## src/rtl/sobel_mdc_ctrl_pkg.sv

```systemverilog
// sobel_mdc_ctrl_pkg: shared state encoding, frame-size type and default parameters for the Sobel MDC frame controller.
package sobel_mdc_ctrl_pkg;
  localparam int unsigned DEF_DATA_WIDTH     = 32;
  localparam int unsigned DEF_DIM_WIDTH      = 16;
  localparam int unsigned DEF_ID_WIDTH       = 8;
  localparam int unsigned DEF_CFG_CYCLES     = 2;
  localparam int unsigned DEF_TIMEOUT_CYCLES = 1024;
  typedef enum logic [2:0] {IDLE, CONFIG, RUN, DRAIN, DONE} state_t;
  typedef logic [2*DEF_DIM_WIDTH-1:0] frame_size_t;
endpackage

```

## src/rtl/sobel_mdc_beat_cnt.sv

```systemverilog
// sobel_mdc_beat_cnt: beat counter with clear/enable and a flag for the final beat of a target count.
module sobel_mdc_beat_cnt #(
  parameter int unsigned WIDTH = 32
) (
  input  logic             clk_i,
  input  logic             rst_ni,
  input  logic             clear_i,
  input  logic             en_i,
  input  logic [WIDTH-1:0] target_i,
  output logic             last_o
);
  logic [WIDTH-1:0] cnt;
  always_ff @(posedge clk_i or negedge rst_ni)
    if (!rst_ni) cnt <= '0;
    else if (clear_i) cnt <= '0;
    else if (en_i) cnt <= cnt + 1'b1;
  assign last_o = cnt == target_i - 1'b1;
endmodule

```

## src/rtl/sobel_mdc_frame_ctrl.sv

```systemverilog
// sobel_mdc_frame_ctrl: frame sequencer gating W*H beats into and out of the Sobel MDC kernel.
// Define SOBEL_MDC_CTRL_TIMEOUT_EN to add the DRAIN watchdog that aborts a stalled frame via error_o.
module sobel_mdc_frame_ctrl
  import sobel_mdc_ctrl_pkg::*;
#(
  parameter int unsigned DATA_WIDTH     = DEF_DATA_WIDTH,
  parameter int unsigned DIM_WIDTH      = DEF_DIM_WIDTH,
  parameter int unsigned ID_WIDTH       = DEF_ID_WIDTH,
  parameter int unsigned CFG_CYCLES     = DEF_CFG_CYCLES,
  parameter int unsigned TIMEOUT_CYCLES = DEF_TIMEOUT_CYCLES
) (
  input  logic                  clk_i,
  input  logic                  rst_ni,
  input  logic                  clear_i,
  input  logic                  start_i,
  input  logic [DIM_WIDTH-1:0]  width_i,
  input  logic [DIM_WIDTH-1:0]  height_i,
  input  logic [ID_WIDTH-1:0]   cfg_id_i,
  output logic                  busy_o,
  output logic                  done_o,
  output logic                  error_o,
  output logic [ID_WIDTH-1:0]   cfg_id_o,
  input  logic [DATA_WIDTH-1:0] in_data_i,
  input  logic                  in_valid_i,
  output logic                  in_ready_o,
  output logic [DATA_WIDTH-1:0] k_data_o,
  output logic                  k_valid_o,
  input  logic                  k_ready_i,
  input  logic [DATA_WIDTH-1:0] k_out_data_i,
  input  logic                  k_out_valid_i,
  output logic                  k_out_ready_o,
  output logic [DATA_WIDTH-1:0] out_data_o,
  output logic                  out_valid_o,
  input  logic                  out_ready_i,
  output logic                  out_last_o
);
  localparam int unsigned FW = 2 * DIM_WIDTH;
  localparam int unsigned CW = $clog2(CFG_CYCLES + 1);
  state_t state, state_nxt;
  logic [FW-1:0] total_q;
  logic [CW-1:0] cfg_cnt;
  logic in_act, out_act, in_hs, out_hs, in_last, out_last, frame_end, zero_frame, timeout, cnt_clr;
  assign zero_frame = width_i == '0 || height_i == '0;
  assign in_hs      = k_valid_o & k_ready_i;
  assign out_hs     = out_valid_o & out_ready_i;
  assign frame_end  = out_hs & out_last;
  assign cnt_clr    = clear_i | (state == IDLE);
  always_ff @(posedge clk_i or negedge rst_ni)
    if (!rst_ni) state <= IDLE;
    else state <= state_nxt;
  // Frame end wins over input completion so a single-beat frame goes straight to DONE.
  always_comb begin
    state_nxt = state;
    case (state)
      IDLE:    if (start_i) state_nxt = zero_frame ? DONE : CONFIG;
      CONFIG:  if (cfg_cnt == CW'(CFG_CYCLES - 1)) state_nxt = RUN;
      RUN:     if (frame_end) state_nxt = DONE;
               else if (in_hs && in_last) state_nxt = DRAIN;
      DRAIN:   if (frame_end) state_nxt = DONE;
               else if (timeout) state_nxt = IDLE;
      DONE:    state_nxt = IDLE;
      default: state_nxt = IDLE;
    endcase
    if (clear_i) state_nxt = IDLE;
  end
  always_comb begin
    busy_o  = state != IDLE;
    done_o  = state == DONE;
    in_act  = state == RUN;
    out_act = state == RUN || state == DRAIN;
  end
  always_ff @(posedge clk_i or negedge rst_ni)
    if (!rst_ni) begin
      total_q  <= '0;
      cfg_id_o <= '0;
    end else if (state == IDLE && start_i && !clear_i) begin
      total_q  <= FW'(width_i) * FW'(height_i);
      cfg_id_o <= cfg_id_i;
    end
  always_ff @(posedge clk_i or negedge rst_ni)
    if (!rst_ni) cfg_cnt <= '0;
    else cfg_cnt <= state == CONFIG ? cfg_cnt + 1'b1 : '0;
  sobel_mdc_beat_cnt #(.WIDTH(FW)) u_in_cnt (
    .clk_i    (clk_i),
    .rst_ni   (rst_ni),
    .clear_i  (cnt_clr),
    .en_i     (in_hs),
    .target_i (total_q),
    .last_o   (in_last)
  );
  sobel_mdc_beat_cnt #(.WIDTH(FW)) u_out_cnt (
    .clk_i    (clk_i),
    .rst_ni   (rst_ni),
    .clear_i  (cnt_clr),
    .en_i     (out_hs),
    .target_i (total_q),
    .last_o   (out_last)
  );
  assign k_valid_o     = in_valid_i & in_act;
  assign in_ready_o    = k_ready_i & in_act;
  assign k_data_o      = in_data_i;
  assign out_valid_o   = k_out_valid_i & out_act;
  assign k_out_ready_o = out_ready_i & out_act;
  assign out_data_o    = k_out_data_i;
  assign out_last_o    = out_valid_o & out_last;
`ifdef SOBEL_MDC_CTRL_TIMEOUT_EN
  localparam int unsigned TW = $clog2(TIMEOUT_CYCLES + 1);
  logic [TW-1:0] wd_cnt;
  always_ff @(posedge clk_i or negedge rst_ni)
    if (!rst_ni) wd_cnt <= '0;
    else wd_cnt <= (state == DRAIN && !out_hs) ? wd_cnt + 1'b1 : '0;
  assign timeout = state == DRAIN && !out_hs && wd_cnt == TW'(TIMEOUT_CYCLES - 1);
`else
  assign timeout = 1'b0;
`endif
  assign error_o = timeout;
endmodule

```

## config.mk

```make
export PLATFORM = sky130hd
export DESIGN_NAME = sobel_mdc_frame_ctrl
export DESIGN_NICKNAME = d
export VERILOG_FILES = /design/src/rtl/sobel_mdc_ctrl_pkg.sv /design/src/rtl/sobel_mdc_beat_cnt.sv /design/src/rtl/sobel_mdc_frame_ctrl.sv
export SDC_FILE = /design/constraint.sdc
export NUM_CORES = 1
export LEC_CHECK = 0
export CORE_AREA = 2 2 169 337
export CTS_BUF_LIST = sky130_fd_sc_hd__clkbuf_2 sky130_fd_sc_hd__clkbuf_4 sky130_fd_sc_hd__clkbuf_8
export CTS_CLUSTER_SIZE = 40
export DETAILED_ROUTE_END_ITERATION = 7
export DIE_AREA = 0 0 171 339
export PLACE_DENSITY = 0.48
export SLEW_MARGIN = 20
export SYNTH_ARGS = -nofsm -noshare
export SYNTH_HDL_FRONTEND = slang
export SYNTH_HIERARCHICAL = 1
export SYNTH_SLANG_ARGS = --single-unit
```

## constraint.sdc

```tcl
create_clock -name clk_i -period 10.7 [get_ports clk_i]
set_input_delay 2.14 -clock clk_i [delete_from_list [all_inputs] [get_ports clk_i]]
set_output_delay 2.14 -clock clk_i [all_outputs]
set_load 0.03 [all_outputs]
```

==> summary.txt <==
Clock tree
  • Clock-pin slew on the worst setup and hold paths: 0.11 ns
  • Worst-case clock buffer depth: 2
  • CTS tree: done
  • TritonCTS Buffers: 9
  • Root buffer cell: clkbuf_8
  • Post-CTS Resized: 0
  • Post-CTS setup buffers: 0
  • Worst skew pair latency: 0.43 ns
  • H-Tree Depth: 3
  • Clock sink count: 109
  • Hold_buf cts: 0

Critical path
  • CP cell instances: clkdlybuf4s50_1 > nand2_1 > fa_1 > inv_1 > fa_1 > inv_1 > fa_1 > inv_1 > fa_1 > fa_1 > inv_1 > fa_1 > inv_1 > ha_1 > nand3_1 > a211oi_1 > o31a_1 > a2111oi_4 > o31a_1 > o31ai_2
  • Slowest CP cell: clkdlybuf4s50_1
  • Critical path class: input pin to flop
  • Critical path capture point: total_q[31]$_DFFE_PN0P_
  • Worst setup startpoint: height_i[7]
  • R2R cell count: 12
  • Reg2reg setup slack: 5.69 ns
  • Worst reg2reg startpoint: total_q[2]$_DFFE_PN0P_
  • Most used cell, CP: fa_1
  • Critical Path AT: 8.86 ns
  • Largest fanout on the critical path: 17
  • Startpoint types: input pin
  • CP endpoint kind: flop
  • R2R Path End: state[0]$_DFFE_PN0P_
  • Critical Path RT: 11.03 ns
  • Slowest Stage Delay on Critical Path: 1.19 ns

Synthesis
  • Post-synth EDFFs: 0
  • Cells after synthesis: 1,935
  • Async set-reset flop share out of synthesis: 1.00
  • Post-Syn Area: 16,400 um^2
  • Compound-cell area share of the yosys netlist: 0.0809
  • Multiplexer share of the synthesized area: 0.00502
  • Warnings, synthesis: 6
  • Yosys top cell by area: fa_1
  • Most common cell in the synthesized netlist: nand2_1
  • Syn avg cell area: 8.49 um^2
  • Share of the synthesized area in the top cell type: 0.236
  • Synth top area cells: fa_1 24%, dfrtp_1 17%, ha_1 8.3%
  • Register bit total from synthesis: 109
  • Syn nets: 2,350
  • Library cells used by synthesis: 77
  • Post-synth top cells: 262 x nand2_1, 245 x inv_1, 194 x fa_1
  • Main synth FF type: dfrtp_1
  • Largest family of logic cells by synthesized area: adder cells
  • Xor and xnor area share after synthesis: 0.0821
  • Seq/Total Area, Yosys: 0.166
  • Synth Area in Adders: 0.319
  • Simple-gate area share of the yosys netlist: 0.242

Global routing
  • Largest net degree at the start of global routing: 67
  • Grt total ovfl: 0
  • First-pass GRT wire length: 76.6 mm
  • GRT Total Usage: 0.171
  • Vias in the first global route: 14,000
  • Initial antenna violation count: 1

Routing
  • Remaining DRCs: 0
  • Vias per cell: 4.94
  • Routed WL per cell: 18.3 um
  • Vias: 13,000
  • First DRT Iteration DRCs: 540
  • Antenna viol nets, final: 0
  • First-pass iteration count of the detailed router: 5
  • Post-Route WL: 48.1 mm

Outcome
  • Status: complete, no violations

Floorplanning
  • Die area: 58,000 um^2
  • Initial Util: 0.297
  • Die X: 171 um
  • # IOs: 192
  • Core Area: 55,300 um^2
  • Die H: 339 um
  • Std cell rows: 122

Min path
  • Min-delay worst type: flop to flop

Placement
  • Dpl ws: 1.81 ns
  • GPL Wtd Cong: 0.855
  • Post-detail-place hpwl: 39.2 mm
  • # port buffers: 62

Pwr
  • Pleak: 7.74 nW
  • Worst IR Drop VDD: 0.305 mV
  • Pwr Density: 311 nW/um^2

STA
  • RSZ-0062 raised after global routing: false
  • Least-Margin Pin Slew: 1.10 ns
  • Final Hold Viols: 0
  • Worst slew margin: 0.265
  • Clk_skew: 0.0163 ns
  • Setup ws final: 2.18 ns
  • Final setup vio count: 0
  • Pins over their slew limit: 0
  • Crit path time final: 8.52 ns
  • Fmax: 117 MHz
  • Tcrit/Tclk final: 0.797
  • Fin Setup TNS: 0 ns

Cells and area
  • Layout cells sized above 1: 0.0350
  • Final #Nets: 2,294
  • Layout area overhead: 6.65%

Job
  • Max Cap Viol: 0
metal layers:
metal | global-route usage | up-vias | routed length [um] | part of all wire
li1 | - | 6080 | - | -
met1 | 0.168 | 6462 | 17000 | 0.35
met2 | 0.335 | 314 | 26900 | 0.56
met3 | 0.0167 | 131 | 1330 | 0.028
met4 | 0.0994 | 0 | 2860 | 0.059
met5 | 0 | - | 0 | 0
final cells by class:
class | count | area [um^2]
Antenna cell | 1 | 2.50
Inverter | 245 | 920
Tap cell | 744 | 931
Timing Repair Buffer | 78 | 738
Fill cell | 5984 | 37700
Clock inverter | 6 | 68.8
Sequential cell | 109 | 2730
Multi-Input combinational cell | 1436 | 12000
Clock buffer | 10 | 138
cell usage in the layout (no fill, tap or decap), types with 5 or more instances in the layout:
master	count
nand4_1	32
or4_1	14
nand2_1	262
fa_1	194
clkdlybuf4s50_1	61
xnor2_1	91
ha_1	109
and2_1	138
nor3_1	46
nand3_1	40
o2111ai_1	5
o21a_1	8
nor4_1	19
mux2i_1	6
inv_1	245
nor2_1	123
xor2_1	63
o31ai_1	6
a21o_1	20
o211ai_1	12
buf_4	17
nand3b_1	8
and3_1	24
clkbuf_8	10
a211oi_1	8
or3_1	10
dfrtp_1	109
nor4_2	6
o21ai_0	46
nor2b_1	10
a21oi_1	44
critical path, delay by kind of cell:
family,cells,cell delay (ns)
fa+ha+maj,7,3.46
compound gates,5,1.47
buf+inv,6,1.46
simple gates,2,0.31
how the worst min path moves through the flow:
stage | from | end | slack [ns] | depth (start not counted)
after floorplan | cfg_cnt[0]$_DFF_PN0_ | cfg_cnt[0]$_DFF_PN0_ | 0.41 | 1
after global placement | cfg_cnt[0]$_DFF_PN0_ | cfg_cnt[0]$_DFF_PN0_ | 0.42 | 1
after detailed placement | cfg_cnt[0]$_DFF_PN0_ | cfg_cnt[0]$_DFF_PN0_ | 0.43 | 1
after CTS | cfg_cnt[0]$_DFF_PN0_ | cfg_cnt[0]$_DFF_PN0_ | 0.44 | 1
after global routing | cfg_cnt[0]$_DFF_PN0_ | cfg_cnt[0]$_DFF_PN0_ | 0.48 | 1
final | cfg_cnt[0]$_DFF_PN0_ | cfg_cnt[0]$_DFF_PN0_ | 0.44 | 1
sequential cells by signal, summed over array words and instances, names as in the netlist:
signal,cells
cfg_cnt,2
cfg_id_o,8
state,3
total_q,32
u_in_cnt/cnt,32
u_out_cnt/cnt,32
per-stage QoR:
stage	power [mW]	hold WS, ns	instance area, um^2	util	std cells
floorplan	4.06	0.408	16400	-	1935
global placement	5.18	0.420	17300	0.313	2612
detailed placement	5.20	0.429	17300	0.313	2612
CTS	5.50	0.444	17500	0.317	2628
global route	6.11	0.478	17500	0.317	2629
finish	5.44	0.436	17500	0.317	2629
logic make-up after synthesis:
| kind of cell | count (synthesis) |
|---|---|
| adder cells (fa/ha/maj) | 303 |
| AND/OR/NAND/NOR | 773 |
| XOR/XNOR | 154 |
| buffers and inverters | 390 |
| flip-flops | 109 |
| multiplexers | 8 |
| AO/OA/AOI/OAI | 197 |
| other | 1 |
where the power goes:
part | switching (mW) | total, mW | internal (mW)
registers | 0.262 | 0.752 | 0.491
clock network | 0.158 | 0.275 | 0.117
logic | 2.62 | 4.42 | 1.80
Note: power is estimated with default switching activity, not from simulation.
